===== src/rtl/led_pattern_sequencer.sv =====
// MMIO slot core that plays a software-loaded table of (LED mask, duration) steps.
// A prescaler stretches every duration unit to P+1 clocks; the sequence stops or loops at its end.
module led_pattern_sequencer #(
  parameter int NUM_STEPS = 8,
  parameter int LED_W     = 5,
  parameter int DUR_W     = 24
) (
  input  logic             clk,
  input  logic             reset,
  input  logic             cs,
  input  logic             read,
  input  logic             write,
  input  logic [4:0]       addr,
  input  logic [31:0]      wr_data,
  output logic [31:0]      rd_data,
  output logic [LED_W-1:0] led_out,
  output logic             busy,
  output logic             done_tick
);
  localparam int IW = $clog2(NUM_STEPS);

  typedef enum logic [1:0] {S_IDLE, S_LOAD, S_RUN, S_DONE} state_t;
  state_t state, state_nxt;

  logic [LED_W-1:0] step_mask [NUM_STEPS];
  logic [DUR_W-1:0] step_dur  [NUM_STEPS];
  logic [15:0]      prescale, pcnt;
  logic [DUR_W-1:0] ucnt, run_dur;
  logic [3:0]       cur_step, step_nxt;
  logic             loop, done;

  logic             wr_en, go, stop, step_hit, is_last, unit_end, step_end;
  logic [LED_W-1:0] load_mask;
  logic [DUR_W-1:0] load_dur;
  logic             unused_bits;

  assign unused_bits = ^{read, wr_data};

  assign wr_en    = cs && write;
  assign go       = wr_en && (addr == 5'd0) && wr_data[0];
  assign stop     = wr_en && (addr == 5'd0) && wr_data[2];
  assign step_hit = addr[4] && (int'(addr[3:0]) < NUM_STEPS);

  assign load_mask = step_mask[cur_step[IW-1:0]];
  assign load_dur  = step_dur[cur_step[IW-1:0]];
  assign is_last   = (int'(cur_step) == NUM_STEPS - 1);
  // >= rather than == so a PRESCALE shrunk below the live count still wraps
  assign unit_end  = (pcnt >= prescale);
  assign step_end  = unit_end && (ucnt >= run_dur - DUR_W'(1));

  assign busy = (state == S_LOAD) || (state == S_RUN);

  always_comb begin
    state_nxt = state;
    step_nxt  = cur_step;
    unique case (state)
      S_IDLE, S_DONE: begin
        if (go) begin
          state_nxt = S_LOAD;
          step_nxt  = '0;
        end
      end
      S_LOAD: begin
        if (load_dur == '0) begin
          if (cur_step != '0 && loop) begin
            state_nxt = S_LOAD;
            step_nxt  = '0;
          end else begin
            state_nxt = S_DONE;
          end
        end else begin
          state_nxt = S_RUN;
        end
      end
      S_RUN: begin
        if (step_end) begin
          if (!is_last) begin
            state_nxt = S_LOAD;
            step_nxt  = cur_step + 4'd1;
          end else if (loop) begin
            state_nxt = S_LOAD;
            step_nxt  = '0;
          end else begin
            state_nxt = S_DONE;
          end
        end
      end
      default: state_nxt = S_IDLE;
    endcase
    if (stop) begin
      state_nxt = S_IDLE;
      step_nxt  = '0;
    end
  end

  always_ff @(posedge clk) begin
    if (reset) begin
      state     <= S_IDLE;
      cur_step  <= '0;
      led_out   <= '0;
      done      <= 1'b0;
      done_tick <= 1'b0;
      loop      <= 1'b0;
      prescale  <= '0;
      pcnt      <= '0;
      ucnt      <= '0;
      run_dur   <= '0;
      for (int i = 0; i < NUM_STEPS; i++) begin
        step_mask[i] <= '0;
        step_dur[i]  <= '0;
      end
    end else begin
      state     <= state_nxt;
      cur_step  <= step_nxt;
      done_tick <= (state_nxt == S_DONE) && (state != S_DONE);

      if (state_nxt == S_DONE)
        done <= 1'b1;
      else if (state_nxt == S_LOAD && (state == S_IDLE || state == S_DONE))
        done <= 1'b0;

      if (state_nxt == S_IDLE || state_nxt == S_DONE)
        led_out <= '0;
      else if (state == S_LOAD && state_nxt == S_RUN)
        led_out <= load_mask;

      // duration is latched at LOAD so a STEP rewrite only lands on the next pass
      if (state == S_LOAD) begin
        pcnt    <= '0;
        ucnt    <= '0;
        run_dur <= load_dur;
      end else if (state == S_RUN) begin
        if (unit_end) begin
          pcnt <= '0;
          if (!step_end) ucnt <= ucnt + DUR_W'(1);
        end else begin
          pcnt <= pcnt + 16'd1;
        end
      end

      if (wr_en) begin
        if (addr == 5'd0) loop <= wr_data[1];
        if (addr == 5'd2) prescale <= wr_data[15:0];
        if (step_hit) begin
          step_mask[addr[IW-1:0]] <= wr_data[LED_W-1:0];
          step_dur[addr[IW-1:0]]  <= wr_data[8 +: DUR_W];
        end
      end
    end
  end

  always_comb begin
    rd_data = '0;
    if (step_hit) begin
      rd_data[8 +: DUR_W]   = step_dur[addr[IW-1:0]];
      rd_data[LED_W-1:0]    = step_mask[addr[IW-1:0]];
    end else begin
      unique case (addr)
        5'd0:    rd_data[1] = loop;
        5'd1:    rd_data[7:0] = {cur_step, 2'b00, done, busy};
        5'd2:    rd_data[15:0] = prescale;
        default: rd_data = '0;
      endcase
    end
  end
endmodule


===== config.mk =====
export PLATFORM = sky130hd
export DESIGN_NAME = led_pattern_sequencer
export DESIGN_NICKNAME = d
export VERILOG_FILES = /design/src/rtl/led_pattern_sequencer.sv
export SDC_FILE = /design/constraint.sdc
export NUM_CORES = 1
export LEC_CHECK = 0
export ABC_AREA = 1
export BUFFER_PORTS_ARGS = -buffer_cell sky130_fd_sc_hd__buf_2
export CAP_MARGIN = 0
export CORE_UTILIZATION = 45
export DETAILED_ROUTE_END_ITERATION = 6
export HOLD_SLACK_MARGIN = 0.08
export SETUP_SLACK_MARGIN = 0.2
export SLEW_MARGIN = 10
export SYNTH_ARGS = -nofsm -noshare
export SYNTH_HDL_FRONTEND = slang
export SYNTH_SLANG_ARGS = --single-unit

===== constraint.sdc =====
create_clock -name clk -period 5.5 [get_ports clk]
set_clock_uncertainty 0.05 [all_clocks]
set_input_delay 0.55 -clock clk [delete_from_list [all_inputs] [get_ports clk]]
set_output_delay 0.55 -clock clk [all_outputs]
set_load 0.02 [all_outputs]

==> results of run 1 <==
through the flow:
| step | hold WS, ns | total power [uW] | instance area (um2) | util |
|---|---|---|---|---|
| floorplan | 0.403 | 5100 | 17500 | - |
| global placement | 0.416 | 5860 | 18400 | 0.485 |
| detailed placement | 0.421 | 5920 | 18400 | 0.485 |
| CTS | 0.198 | 8490 | 19700 | 0.518 |
| global route | 0.214 | 9020 | 19700 | 0.518 |
| finish | 0.213 | 8500 | 19700 | 0.518 |
Yosys cell counts, types with 2 or more instances:
master     instances  area [um2]
a22o_1             4        35.0
o221ai_1           6        52.6
nor3b_1            6        45.0
o211ai_1          10        75.1
buf_4              6        45.0
o21bai_1           4        30.0
buf_2             18        90.1
nor3_1            31         155
o2bb2ai_1          4        35.0
nor2_1           425        1600
a211oi_1           3        22.5
nand3_1          109         546
ha_1              49         613
nand3_2            2        20.0
o21a_1             6        45.0
o21ai_0          111         556
o22ai_1           53         332
dfxtp_1           97        1940
nor3_2             2        20.0
xor2_1            28         245
clkbuf_1          75         282
inv_1            242         908
xnor2_1            4        35.0
a21oi_1           64         320
nor2_2             2        12.5
nand2_1          398        1490
edfxtp_1         232        6970
o2111ai_1          2        17.5
a41oi_1           13         114
nor4_1             4        25.0
a31oi_1           11        68.8
o21ai_1           12        60.1
clkinv_1          15        56.3
inv_2              2        7.51
a221oi_1          29         254
nand4_1           15        93.8
buf_1              4        15.0
a22oi_1           21         158
o41ai_1            5        43.8
metal layers:
| layer | vias to the layer above | share of wire | wire length (um) | track usage |
|---|---|---|---|---|
| met2 | 654 | 0.47 | 25800 | 0.459 |
| met3 | 136 | 0.080 | 4400 | 0.0473 |
| met5 | - | 0 | 0 | 0 |
| met4 | 0 | 0.033 | 1810 | 0.107 |
| li1 | 7256 | - | - | - |
| met1 | 7174 | 0.42 | 23000 | 0.368 |
worst register-to-register path: cells and delay by family, from the launching register on:
kind / cells / cell delay [ns]
buf+inv: 5 / 0.33
xor+xnor: 1 / 0.15
compound gates: 1 / 0.04
flops: 1 / 0.31
simple gates: 20 / 3.24
fa+ha+maj: 2 / 0.46
final cells by class:
cell class              count  area (um2)  share of cell area
inverters                 259         972              0.0493
clock buffers              45         998              0.0507
well taps                 511         639              0.0325
clock inverters            21         251              0.0128
repair buffers            116         698              0.0354
flip-flops and latches    329        8910               0.452
multi-input cells        1441        7230               0.367
cells by family after synthesis:
logic type / after synthesis / synth area share
and+or+nand+nor: 999 / 0.232
xor gates and xnor gates: 32 / 0.0160
AOI/OAI and AO/OA: 361 / 0.128
adders and majority gates: 49 / 0.0350
DFF: 329 / 0.509
buffers and inverters: 362 / 0.0801
flip-flops by register name (all words and copies together) (netlist names), named ones only:
| register | cells |
|---|---|
| led_out | 5 |
| step_dur | 192 |
| done_tick | 1 |
| pcnt | 16 |
| run_dur | 24 |
| ucnt | 24 |
| state | 2 |
| cur_step | 4 |
| loop | 1 |
| step_mask | 40 |
| prescale | 16 |
| done | 1 |
final timing paths:
kind / depth (start not counted) / endpoint
max: 29 / ucnt[14]$_SDFFE_PP0P_
min reg2reg: 2 / led_out[2]$_SDFFE_PP0P_
max reg2reg: 29 / ucnt[14]$_SDFFE_PP0P_
min: 2 / state[1]$_SDFF_PP0_
where the power goes:
group,internal [uW],switching [uW]
Combinational,886,2040
Clock,1570,1010
Sequential,2830,164
Total,5280,3210
placed cells by master, fill, tap and decap left out, drive strengths merged, types with 10 or more instances in the layout:
master	instances
a21oi	64
a221oi	29
a22oi	21
a31oi	11
a41oi	13
buf	116
clkbuf	45
clkinv	28
dfxtp	97
edfxtp	232
ha	49
inv	245
nand2	399
nand3	111
nand4	15
nor2	428
nor3	34
o211ai	10
o21ai	123
o22ai	53
xor2	28
==> key figures, run 1 <==
Global route
  – Initial antenna violation count: 0
  – Total Routing Usage GR: 0.280
  – Vias in the first global route: 14400
  – Largest net degree at the start of global routing: 59
  – Global route overflow: 0
  – First-pass GRT wire length: 83.4 mm

Yosys
  – FF+latch count, synth: 329
  – Post-Syn Instances: 2132
  – Post-synth EDFFs: 232
  – Cell variety after synth: 47
  – Sequential share of the synthesized area: 0.509
  – Synthesized area per cell: 8.22 um2
  – Async S/R FF share, synth: 0
  – Syn Nets: 2223
  – Area of the mapped netlist: 17500 um2
  – Synth warn: 0
  – Dominant synthesized flop cell: edfxtp_1

Detailed routing
  – Antenna-violating nets left: 0
  – DR iter-0 viols: 1343
  – Routed vias/inst: 5.59
  – Final wirelength: 55.0 mm
  – Vias: 15200
  – Average wire per standard cell: 20.2 um
  – Residual DRC count: 0
  – Pre-antenna DRT Iters: 6

STA
  – Count of pins over their slew limit: 0
  – Setup violations, final: 0
  – Slew @ Worst Pin: 1.34 ns
  – F_max: 215 MHz
  – Final hold vios: 0
  – Normalized max-slew margin: 0.106
  – Unrepaired setup endpoints after global routing: no
  – Final setup margin: 0.840 ns
  – Crit share post-route: 0.847
  – Sum Neg Setup Slack: 0 ns
  – Post-route minimum period: 4.66 ns

Placement
  – Pre-CTS setup slack: 0.816 ns
  – Number of port buffers: 79
  – Placer Congestion: 0.848
  – Dpl cells: 2656
  – Hpwl dp: 34.6 mm

Finish
  – Layout cells sized above 1: 0.0850
  – Number of diodes: 0
  – Synth-to-Final Area Change: 12.5%
  – Post-Layout Cell Count: 2722
  – # fillers: 3669
  – # nets final: 2275

Worst setup path
  – Slowest stage cell, crit path: nor3_1
  – Crit. End Element: flip-flop
  – Worst path required time: 5.88 ns
  – Critical path type: flip-flop to flip-flop
  – CP Buf/Inv Count: 5
  – Max FO, Critical Path: 13
  – Critical path launch point type: flip-flop
  – Crit Reg-Reg Startpoint: run_dur[0]$_SDFFE_PP0P_
  – Max incr delay on CP: 0.35 ns
  – Top Family by Delay on Critical Path: simple AND/OR/NAND/NOR gates
  – Arr. time, crit path: 5.04 ns
  – Crit. Startpoint: run_dur[0]$_SDFFE_PP0P_
  – Most used cell, CP: nor2_1
  – Register-to-register setup slack: 0.84 ns

Power
  – PwrDens: 431 nW/um2
  – VDD IR max: 0.274 mV
  – Leak Pwr: 0.00814 uW

Clocking
  – Clock Sink Count: 329
  – Reg clk slew, reported paths: 0.06 ns
  – PostCTS Resize Cnt: 0
  – Clock Path Buffers: 3
  – Worst skew pair latency: 0.54 ns
  – Clk Tree Root Cell: clkbuf_16
  – TritonCTS clock tree: built
  – # hold bufs at CTS: 0
  – Htree depth: 2
  – TritonCTS Buffers: 37
  – Setup Buffers After CTS: 0

Hold path
  – Hold path start: reset
  – Worst min path class: input port to flip-flop

Die
  – Core Footprint: 38000 um2
  – Die area: 39700 um2
  – Num rows: 71
  – Die width: 199 um
  – Die Y: 199 um
  – Initial Utilization: 0.461
  – Total I/O pin count: 81

Job
  – Max-Cap Viols: 0

Run status
  – Status: finished, final reports clean
No activity file was read; power rests on OpenSTA's default activity.
==> run 2, diff against run 1 <==
Settings changed: ABC_AREA 1 to 0.
Clock period 5.5 ns to 4.4 ns, I/O delays scaled along.
==> key figures, run 2 <==
Yosys
  – Async S/R FF share, synth: 0 (unchanged)
  – Most common cell in the netlist: and2_1
  – Area of the mapped netlist: 17500 um2 (-0.12%)
  – Post-Syn Instances: 1552 (-27%)
  – Post-synth EDFFs: 232 (unchanged)
  – Ranking of synthesized cells by area: edfxtp_1 40%, dfxtp_1 11%, and2_1 8.5%, a22oi_1 4.5%, mux4_2 4.2%
  – Synthesized area per cell: 11.3 um2 (+37%)
  – FF+latch count, synth: 329 (unchanged)
  – Post-synth top cells: 238 x and2_1, 232 x edfxtp_1, 105 x a22oi_1, 104 x nor2_1, 102 x nand2_1
  – Sequential share of the synthesized area: 0.509 (+0.000618)
  – Syn Nets: 1643 (-26%)
  – Share of the synthesized area in the top cell type: 0.398 (+0.000484)
  – Dominant synthesized flop cell: edfxtp_1
  – Cell variety after synth: 60 (+28%)
  – Synth warn: 0 (unchanged)
  – Area leader, netlist: edfxtp_1

Finish
  – Synth-to-Final Area Change: 17.1%
  – Max reg flops: 192 (unchanged)
  – Largest Register: step_dur
  – Top Registers: step_dur x192, step_mask x40
  – Most frequent cells in the layout: 238 x and2_1, 232 x edfxtp_1, 105 x a22oi_1
  – Layout cells sized above 1: 0.204 (+0.119)
  – Post-Layout Cell Count: 2216 (-19%)
  – Commonest non-fill, non-tap cell in the layout: and2_1
  – Fin area: 20500 um2 (+4.0%)
  – # nets final: 1764 (-22%)

Power
  – Overall power: 10200 uW (+21%)
  – Power share of the combinational group: 0.322 (-0.022)
  – PwrDens: 500 nW/um2 (+16%)
  – Net Sw Frac: 0.313 (-0.0648)
  – Net load switching power: 3210 uW (-0.15%)
  – Leak Pwr: 0.00730 uW (-10%)
  – Pint: 7030 uW (+33%)
  – VDD IR max: 0.489 mV (+79%)
  – Sequential share of power: 0.361 (+0.009)
  – Clk network pwr share: 0.316 (+0.012)

Worst setup path
  – Worst path cell trace: or4_4 -> nor2_4 -> nand2_2 -> nor4_4 -> nand2_1 -> or3_4 -> nor2_4 -> nand3b_1 -> xor2_1 -> ha_1 -> nand4_1 -> nor4_2 -> o21ai_1 -> o32ai_2 -> o21ai_2 -> mux2i_1 -> o211ai_1 -> inv_1 -> ha_4 -> nor2_4 -> o211ai_1 -> mux2i_1
  – Slowest stage cell, crit path: or4_4
  – Arr. time, crit path: 5.06 ns (+0.02 ns)
  – Most used cell, CP: nor2_4
  – Crit. End Element: flip-flop
  – Max incr delay on CP: 0.54 ns (+0.19 ns)
  – Critical path launch point type: flip-flop
  – Max FO, Critical Path: 5 (-8)
  – Worst path required time: 4.82 ns (-1.06 ns)
  – Critical path type: flip-flop to flip-flop

STA
  – F_max: 216 MHz (+0.42%)
  – Unrepaired setup endpoints after global routing: yes
  – Crit share post-route: 1.05 (+0.207)
  – Post-route minimum period: 4.64 ns (-0.0197 ns)
  – Normalized max-slew margin: 0.294 (+0.188)
  – Final hold vios: 0 (unchanged)
  – Final setup margin: -0.240 ns (-1.08 ns)
  – Setup violations, final: 15 (+15)
  – Count of pins over their slew limit: 0 (unchanged)
  – Slew @ Worst Pin: 1.06 ns (-0.281 ns)

Clocking
  – Clock Sink Count: 329 (unchanged)
  – Clock Path Buffers: 3 (unchanged)
  – Clk Tree Root Cell: clkbuf_16
  – Reg clk slew, reported paths: 0.06 ns (about the same)
  – TritonCTS clock tree: built
  – Htree depth: 2 (unchanged)
  – Worst skew pair latency: 0.57 ns (+0.03 ns)
  – TritonCTS Buffers: 40 (+8.1%)

Die
  – Num rows: 71 (unchanged)
  – Die area: 39700 um2 (-0.12%)
  – Core Footprint: 37900 um2 (-0.23%)
  – Die Y: 199 um (about the same)
  – Die width: 199 um (about the same)
  – Total I/O pin count: 81 (unchanged)
  – Initial Utilization: 0.461 (+0.000518)

Global route
  – Vias in the first global route: 12900 (-11%)
  – Total Routing Usage GR: 0.275 (-0.00437)
  – Initial antenna violation count: 1 (+1)
  – Largest net degree at the start of global routing: 57 (-3.4%)
  – Global route overflow: 0 (unchanged)
  – First-pass GRT wire length: 80.0 mm (-4.0%)

Placement
  – Hpwl dp: 34.4 mm (-0.47%)
  – Dpl cells: 2123 (-20%)
  – Pre-CTS setup slack: -0.438 ns (-1.25 ns)
  – Placer Congestion: 0.864 (+1.9%)
  – DP Area: 18900 um2 (+2.4%)
  – Number of port buffers: 79 (unchanged)

Detailed routing
  – Vias: 13200 (-13%)
  – DR iter-0 viols: 1063 (-21%)
  – Residual DRC count: 0 (unchanged)
  – Pre-antenna DRT Iters: 5 (-1)
  – Antenna-violating nets left: 0 (unchanged)
  – Average wire per standard cell: 24.3 um (+20%)
  – Routed vias/inst: 5.95 (+6.5%)
  – Final wirelength: 53.8 mm (-2.0%)

Run status
  – Failing checks: negative setup slack
  – Status: complete, but fails checks

Hold path
  – Worst min path class: input port to flip-flop

Job
  – Max-Cap Viols: 0 (unchanged)
## run 2: cell types whose count changed after synthesis, moves of 72 or more
cell     before  now
o21ai_0     111   26
nand3_1     109   31
nor2_1      425  104
mux2i_1       0   72
nand2_1     398  102
a22oi_1      21  105
inv_1       242   32
and2_1        0  238
## run 2: logic make-up after synthesis
group / after synthesis / share of synthesized area
xor+xnor: 58 / 0.0290
buf+inv: 133 / 0.0306
mux: 121 / 0.104
compound gates: 270 / 0.110
flops: 329 / 0.509
fa+ha+maj: 49 / 0.0350
simple gates: 592 / 0.182
## run 2: metrics by stage
stage | TNS, ns | hold WS (ns) | util
6_report | -1.88 | 0.151 | 0.540
5_1_grt | -12.27 | 0.164 | 0.540
4_1_cts | -1.18 | 0.140 | 0.539
3_5_place_dp | -4.23 | 0.431 | 0.498
3_3_place_gp | -2.34 | 0.420 | 0.498
2_1_floorplan | -0.352 | 0.399 | -
## run 2: final timing paths
path                                 from                  endpoint  slack (ns)  depth (start not counted)
hold reg to reg   led_out[0]$_SDFFE_PP0P_   led_out[0]$_SDFFE_PP0P_        0.44                          2
setup reg to reg  run_dur[5]$_SDFFE_PP0P_   led_out[4]$_SDFFE_PP0P_       -0.24                         22
setup / recovery  run_dur[5]$_SDFFE_PP0P_   led_out[4]$_SDFFE_PP0P_       -0.24                         22
hold / removal                 wr_data[9]  prescale[9]$_SDFFE_PP0P_        0.15                          3
## run 2: repair_timing
| action | CTS | global route |
|---|---|---|
| setup endpoints to repair | 37 | 39 |
| hold endpoints to repair | 3 | 0 |
| pin swaps | 36 | 7 |
| cloned | 3 | 0 |
| hold buffers | 3 | 0 |
| setup buffers | 10 | 3 |
| resized for setup | 45 | 5 |
## run 2: cell type report
class,count,area [um2]
Tap cell,511,639
Inverter,32,120
Timing Repair Buffer,178,1200
Sequential cell,329,8920
Clock inverter,24,231
Antenna cell,1,2.50
Fill cell,3344,17400
Multi-Input combinational cell,1092,8340
Clock buffer,49,1030
## run 2: power by group through the flow
stage | clock (uW) | combinational, uW | sequential [uW]
2_1_floorplan | 0 | 2000 | 3700
3_3_place_gp | 0 | 2820 | 3740
3_5_place_dp | 0 | 2910 | 3750
4_1_cts | 3280 | 3200 | 3690
5_1_grt | 3390 | 3710 | 3730
6_report | 3240 | 3300 | 3700
## run 2: metal layers
metal / routed length (um) / vias up / track usage
met1: 22600 / 6557 / 0.360
met3: 4000 / 111 / 0.0508
met4: 1620 / 0 / 0.110
met2: 25600 / 490 / 0.450
li1: - / 6033 / -
met5: 0 / - / 0
## run 2: critical path, delay by kind of cell, from the launching register on
| kind | cells | cell delay [ns] |
|---|---|---|
| buffers and inverters | 1 | 0.12 |
| XOR/XNOR | 1 | 0.17 |
| AO/OA/AOI/OAI | 5 | 0.79 |
| flip-flops | 1 | 0.31 |
| adder cells (fa/ha/maj) | 2 | 0.54 |
| AND/OR/NAND/NOR | 11 | 2.23 |
| multiplexers | 2 | 0.31 |
